--- config.mk ---
export PLATFORM = sky130hd
export DESIGN_NAME = debounce_toggle_ctrl
export DESIGN_NICKNAME = d
export VERILOG_FILES = /design/src/rtl/debounce_toggle_ctrl.sv
export SDC_FILE = /design/constraint.sdc
export NUM_CORES = 1
export LEC_CHECK = 0
export CORE_UTILIZATION = 51
export DETAILED_ROUTE_END_ITERATION = 10
export GPL_TIMING_DRIVEN = 0
export PLACE_DENSITY = 0.77
export SETUP_SLACK_MARGIN = 0.15
export SLEW_MARGIN = 20
export SYNTH_ARGS = -nofsm -noshare
export SYNTH_HDL_FRONTEND = slang
export SYNTH_SLANG_ARGS = --single-unit
--- constraint.sdc ---
create_clock -name clk -period 1.85 [get_ports clk]
set_clock_uncertainty 0.05 [all_clocks]
set_input_delay 0.4625 -clock clk [delete_from_list [all_inputs] [get_ports clk]]
set_output_delay 0.4625 -clock clk [all_outputs]
set_load 0.03 [all_outputs]
--- src/rtl/debounce_toggle_ctrl.sv ---
// Push-button debouncer: a two-flop synchronizer feeds a four-state qualifier.
// The tick divider and stability counter only run while a level change is pending.
module debounce_toggle_ctrl #(
   parameter int TICK_DIV     = 4,
   parameter int STABLE_TICKS = 3,
   parameter int CNT_W        = 8
) (
   input  logic             clk,
   input  logic             reset,
   input  logic             btn_in,
   output logic             db_level,
   output logic             rise_pulse,
   output logic             fall_pulse,
   output logic             toggle_out,
   output logic [CNT_W-1:0] press_cnt,
   output logic             busy
);

   localparam int DIV_W  = (TICK_DIV > 1) ? $clog2(TICK_DIV) : 1;
   localparam int STAB_W = (STABLE_TICKS > 1) ? $clog2(STABLE_TICKS) : 1;
   localparam logic [DIV_W-1:0]  DIV_LAST  = DIV_W'(TICK_DIV - 1);
   localparam logic [STAB_W-1:0] STAB_LAST = STAB_W'(STABLE_TICKS - 1);

   typedef enum logic [1:0] {LOW, WAIT_HIGH, HIGH, WAIT_LOW} state_t;

   state_t              state;
   logic                sync1;
   logic                btn_s;
   logic [DIV_W-1:0]    div_cnt;
   logic [STAB_W-1:0]   stab_cnt;
   logic                tick;

   assign tick = (div_cnt == DIV_LAST);

   always_ff @(posedge clk) begin
      if (reset) begin
         sync1 <= 1'b0;
         btn_s <= 1'b0;
      end else begin
         sync1 <= btn_in;
         btn_s <= sync1;
      end
   end

   // Counters are zero whenever a WAIT state is entered or left; aborts only drop busy.
   always_ff @(posedge clk) begin
      if (reset) begin
         state      <= LOW;
         div_cnt    <= '0;
         stab_cnt   <= '0;
         db_level   <= 1'b0;
         rise_pulse <= 1'b0;
         fall_pulse <= 1'b0;
         toggle_out <= 1'b0;
         press_cnt  <= '0;
         busy       <= 1'b0;
      end else begin
         rise_pulse <= 1'b0;
         fall_pulse <= 1'b0;
         case (state)
            LOW: begin
               if (btn_s) begin
                  state    <= WAIT_HIGH;
                  busy     <= 1'b1;
                  div_cnt  <= '0;
                  stab_cnt <= '0;
               end
            end
            WAIT_HIGH: begin
               if (!btn_s) begin
                  state    <= LOW;
                  busy     <= 1'b0;
                  div_cnt  <= '0;
                  stab_cnt <= '0;
               end else if (tick) begin
                  div_cnt <= '0;
                  if (stab_cnt == STAB_LAST) begin
                     state      <= HIGH;
                     busy       <= 1'b0;
                     stab_cnt   <= '0;
                     db_level   <= 1'b1;
                     rise_pulse <= 1'b1;
                     toggle_out <= ~toggle_out;
                     press_cnt  <= press_cnt + CNT_W'(1);
                  end else begin
                     stab_cnt <= stab_cnt + STAB_W'(1);
                  end
               end else begin
                  div_cnt <= div_cnt + DIV_W'(1);
               end
            end
            HIGH: begin
               if (!btn_s) begin
                  state    <= WAIT_LOW;
                  busy     <= 1'b1;
                  div_cnt  <= '0;
                  stab_cnt <= '0;
               end
            end
            WAIT_LOW: begin
               if (btn_s) begin
                  state    <= HIGH;
                  busy     <= 1'b0;
                  div_cnt  <= '0;
                  stab_cnt <= '0;
               end else if (tick) begin
                  div_cnt <= '0;
                  if (stab_cnt == STAB_LAST) begin
                     state      <= LOW;
                     busy       <= 1'b0;
                     stab_cnt   <= '0;
                     db_level   <= 1'b0;
                     fall_pulse <= 1'b1;
                  end else begin
                     stab_cnt <= stab_cnt + STAB_W'(1);
                  end
               end else begin
                  div_cnt <= div_cnt + DIV_W'(1);
               end
            end
            default: begin
               state <= LOW;
               busy  <= 1'b0;
            end
         endcase
      end
   end

endmodule

==> run summary, run 1 <==
FF-to-FF End = press_cnt[7]
DRC viols = 0
Crit Path Max Fanout = 5
Comb pwr share = 5.8%
worst min-delay path class = flop to flop
largest net degree at the start of global routing = 13
Initial DRT Pass Iterations = 4
sequential fraction of the synthesis area = 43.3%
die width = 45.6 um
Hold Buf Count CTS = 0
Tcrit/Tclk final = 87.8%
Post-synth top flop = dfxtp_1
max frequency = 0.616 GHz
Avg Synthesized Cell Area = 9.43 sq um
DPL Wire Length = 1.28 mm
Syn. warnings = 0
Via-to-Cell Ratio = 5.63
CP max stage delay = 0.41 ns
Max H-tree Level = 1
cts bufs inserted = 3
crit path time final = 1.62 ns
layer with the highest usage = met2
Post-Synth Adder-Cell Area = 3.87%
status = finished clean
Crit. End Element = primary output
Req. time, crit path = 1.34 ns
Area Growth Syn to Fin = 21.8%
Overall Power = 0.000721 W
CP Launch Point = press_cnt[0]
final wirelength = 1.77 mm
Worst path depth = 1
Remaining Overflow, GRT = 0
IO Count = 16
met3 Use GR = 3.97%
Final setup viols = 0
maxcap violations = 0
area of the core = 1760 sq um
Synth Area in XOR/XNOR = 1.80%
area of the mapped netlist = 971 sq um
kind of critical path = flop to primary output
Clock Latency Late Sink = 0.30 ns
share of cells above drive strength 1 = 10.7%
multiplexer share of the synthesized area = 3.22%
synth unique cells = 31
total track usage = 19.9%
Compound-Gate Fraction of Synth Area = 15.2%
Pint = 0.000554 W
Syn Nets = 109
Clk pin slew, worst setup/hold paths = 0.11 ns
# rows = 15
Initial DRC Count = 14
initial core utilization = 55.0%
max-slew violation count = 0
vias in the first global route = 695
chip height = 45.6 um
first-pass GRT wire length = 2.90 mm
GR met2 Demand/Resource = 29.4%
main combinational cell family by area after synthesis = simple AND/OR/NAND/NOR gates
Synth Instances = 103
final net count = 129
VDD IR-drop max = 0.000471 V
DP Area = 1150 sq um
Worst EP arrival = 1.11 ns
buffer and inverter count on the worst path = 1
final hold viol count = 0
cell family with most CP delay = buffers and inverters
clock network power share = 30.2%
Post-synth EDFFs = 0
synthesized flop and latch total = 21
crit path to = press_cnt[0]
number of diodes = 0
reg-to-reg slack, setup = 0.26 ns
Clock Sink Count = 21
Sw Ratio = 23.2%
initial antenna violation count = 0
simple-gate share of the synthesized area = 28.2%
switching power = 0.000167 W
Worst Tran Pin Value = 0.488 ns
startpoint type of the worst setup path = flop
worst relative slew slack = 67.5%
sequential power share = 64.0%
CTS tree = done
CP max-delay cell = dlygate4sd2_1
GR Util met1 = 26.5%
DR WL/cell = 12.0 um
R2R depth = 4
post-route cell area = 1180 sq um
RePlAce Congestion = 0.759
FFs w/ async S/R, synth = 0%
P per Cell Area = 610 nW/um^2
min-delay src = sync1
root cell of the clock tree = clkbuf_4
number of antenna-violating nets in the routed design = 0
Hold Crit Depth = 1
Setup TNS = 0 ns
die area = 2080 sq um
r2r startpoint = div_cnt[1]
deepest clock path buffer count = 2
vias = 827
Static Leak = 0.479 nW
unrepaired setup endpoints after global routing = false
CP Cell Sequence = dlygate4sd2_1
Port-buffer cells = 15
## cells in the final DEF, fill, tap and decap left out, drive strengths merged, types with 2 or more instances in the layout
cell type	count
a21oi	14
dlygate4sd2	11
o211ai	2
buf	2
o31ai	4
mux2i	2
or3	2
or4	4
dfxtp	21
clkbuf	8
nor3	2
nor4	2
nor2	2
o21ai	5
ha	3
nand3b	7
nand4	2
and4b	2
nand4b	2
nor2b	6
inv	3
nand3	4
clkdlybuf4s50	2
## final cells by class
| class | count | area (sq um) |
|---|---|---|
| buffer | 6 | 32.5 |
| clock buffer | 3 | 22.5 |
| clock inverter | 1 | 5.00 |
| fill | 161 | 582 |
| inverter | 3 | 11.3 |
| multi-input combinational | 73 | 527 |
| sequential | 21 | 422 |
| tap | 25 | 31.3 |
| timing repair buffer | 15 | 131 |
## timing repair
item / 4_1_cts / 5_1_grt
resized for setup: 15 / 7
setup buffers: 0 / 0
setup endpoints to repair: 16 / 8
## registers in the layout, summed over array words and instances (netlist names), named ones only
signal / cells
rise_pulse: 1
state: 1
busy: 1
press_cnt: 8
toggle_out: 1
btn_s: 1
sync1: 1
db_level: 1
stab_cnt: 2
fall_pulse: 1
div_cnt: 2
## through the flow
step	worst slack [ns]	utilization (%)	std cells	hold WS, ns
final	0.226	67.0	147	0.408
after global routing	0.151	67.0	147	0.430
after CTS	0.169	66.5	147	0.414
after detailed placement	0.0493	65.3	143	0.389
after global placement	0.0767	65.3	143	0.371
after floorplan	0.282	-	103	0.364
## kinds of logic after synthesis
logic type      count (synthesis)
compound gates                 26
mux                             3
flops                          21
simple gates                   39
buf+inv                         9
xor+xnor                        2
fa+ha+maj                       3
## power by group through the flow
stage               sequential (W)  combinational [W]  clock (W)
detailed placement        0.000472          0.0000448          0
CTS                       0.000462          0.0000424   0.000227
finish                    0.000462          0.0000418   0.000217
global placement          0.000472          0.0000437          0
global route              0.000463          0.0000460   0.000249
floorplan                 0.000478          0.0000204          0
## layer usage
layer	wire length, um	up-vias
met5	0	-
met4	36	0
met3	51	4
met2	843	16
met1	837	381
li1	-	426
## synthesized netlist by cell type (2+ instances only)
master / n / share of area [%]
o21ai_0: 5 / 2.6
nor4_1: 2 / 1.3
nor3_1: 2 / 1.0
mux2i_1: 2 / 2.1
or4_1: 4 / 3.1
or3_1: 2 / 1.3
dfxtp_1: 21 / 43
inv_1: 3 / 1.2
o31ai_1: 4 / 3.1
nand3_1: 4 / 2.1
and4b_1: 2 / 2.1
nor2b_1: 6 / 3.9
a21oi_1: 14 / 7.2
clkbuf_1: 4 / 1.5
nor2_1: 2 / 0.77
o211ai_1: 2 / 1.5
nand4_1: 2 / 1.3
ha_1: 3 / 3.9
nand3b_1: 7 / 5.4
## worst min path at each step
stage	slack [ns]	to
3_3_place_gp	0.37	btn_s
2_1_floorplan	0.36	btn_s
4_1_cts	0.41	btn_s
6_report	0.41	btn_s
5_1_grt	0.43	btn_s
3_5_place_dp	0.39	btn_s
Note: power is estimated with default switching activity, not from simulation.
==> inputs of run 2 (changes only) <==
Settings changed: SLEW_MARGIN 20 to 10.
==> results of run 2 <==
The final DEF is identical to that of run 1; final timing and power are the same.
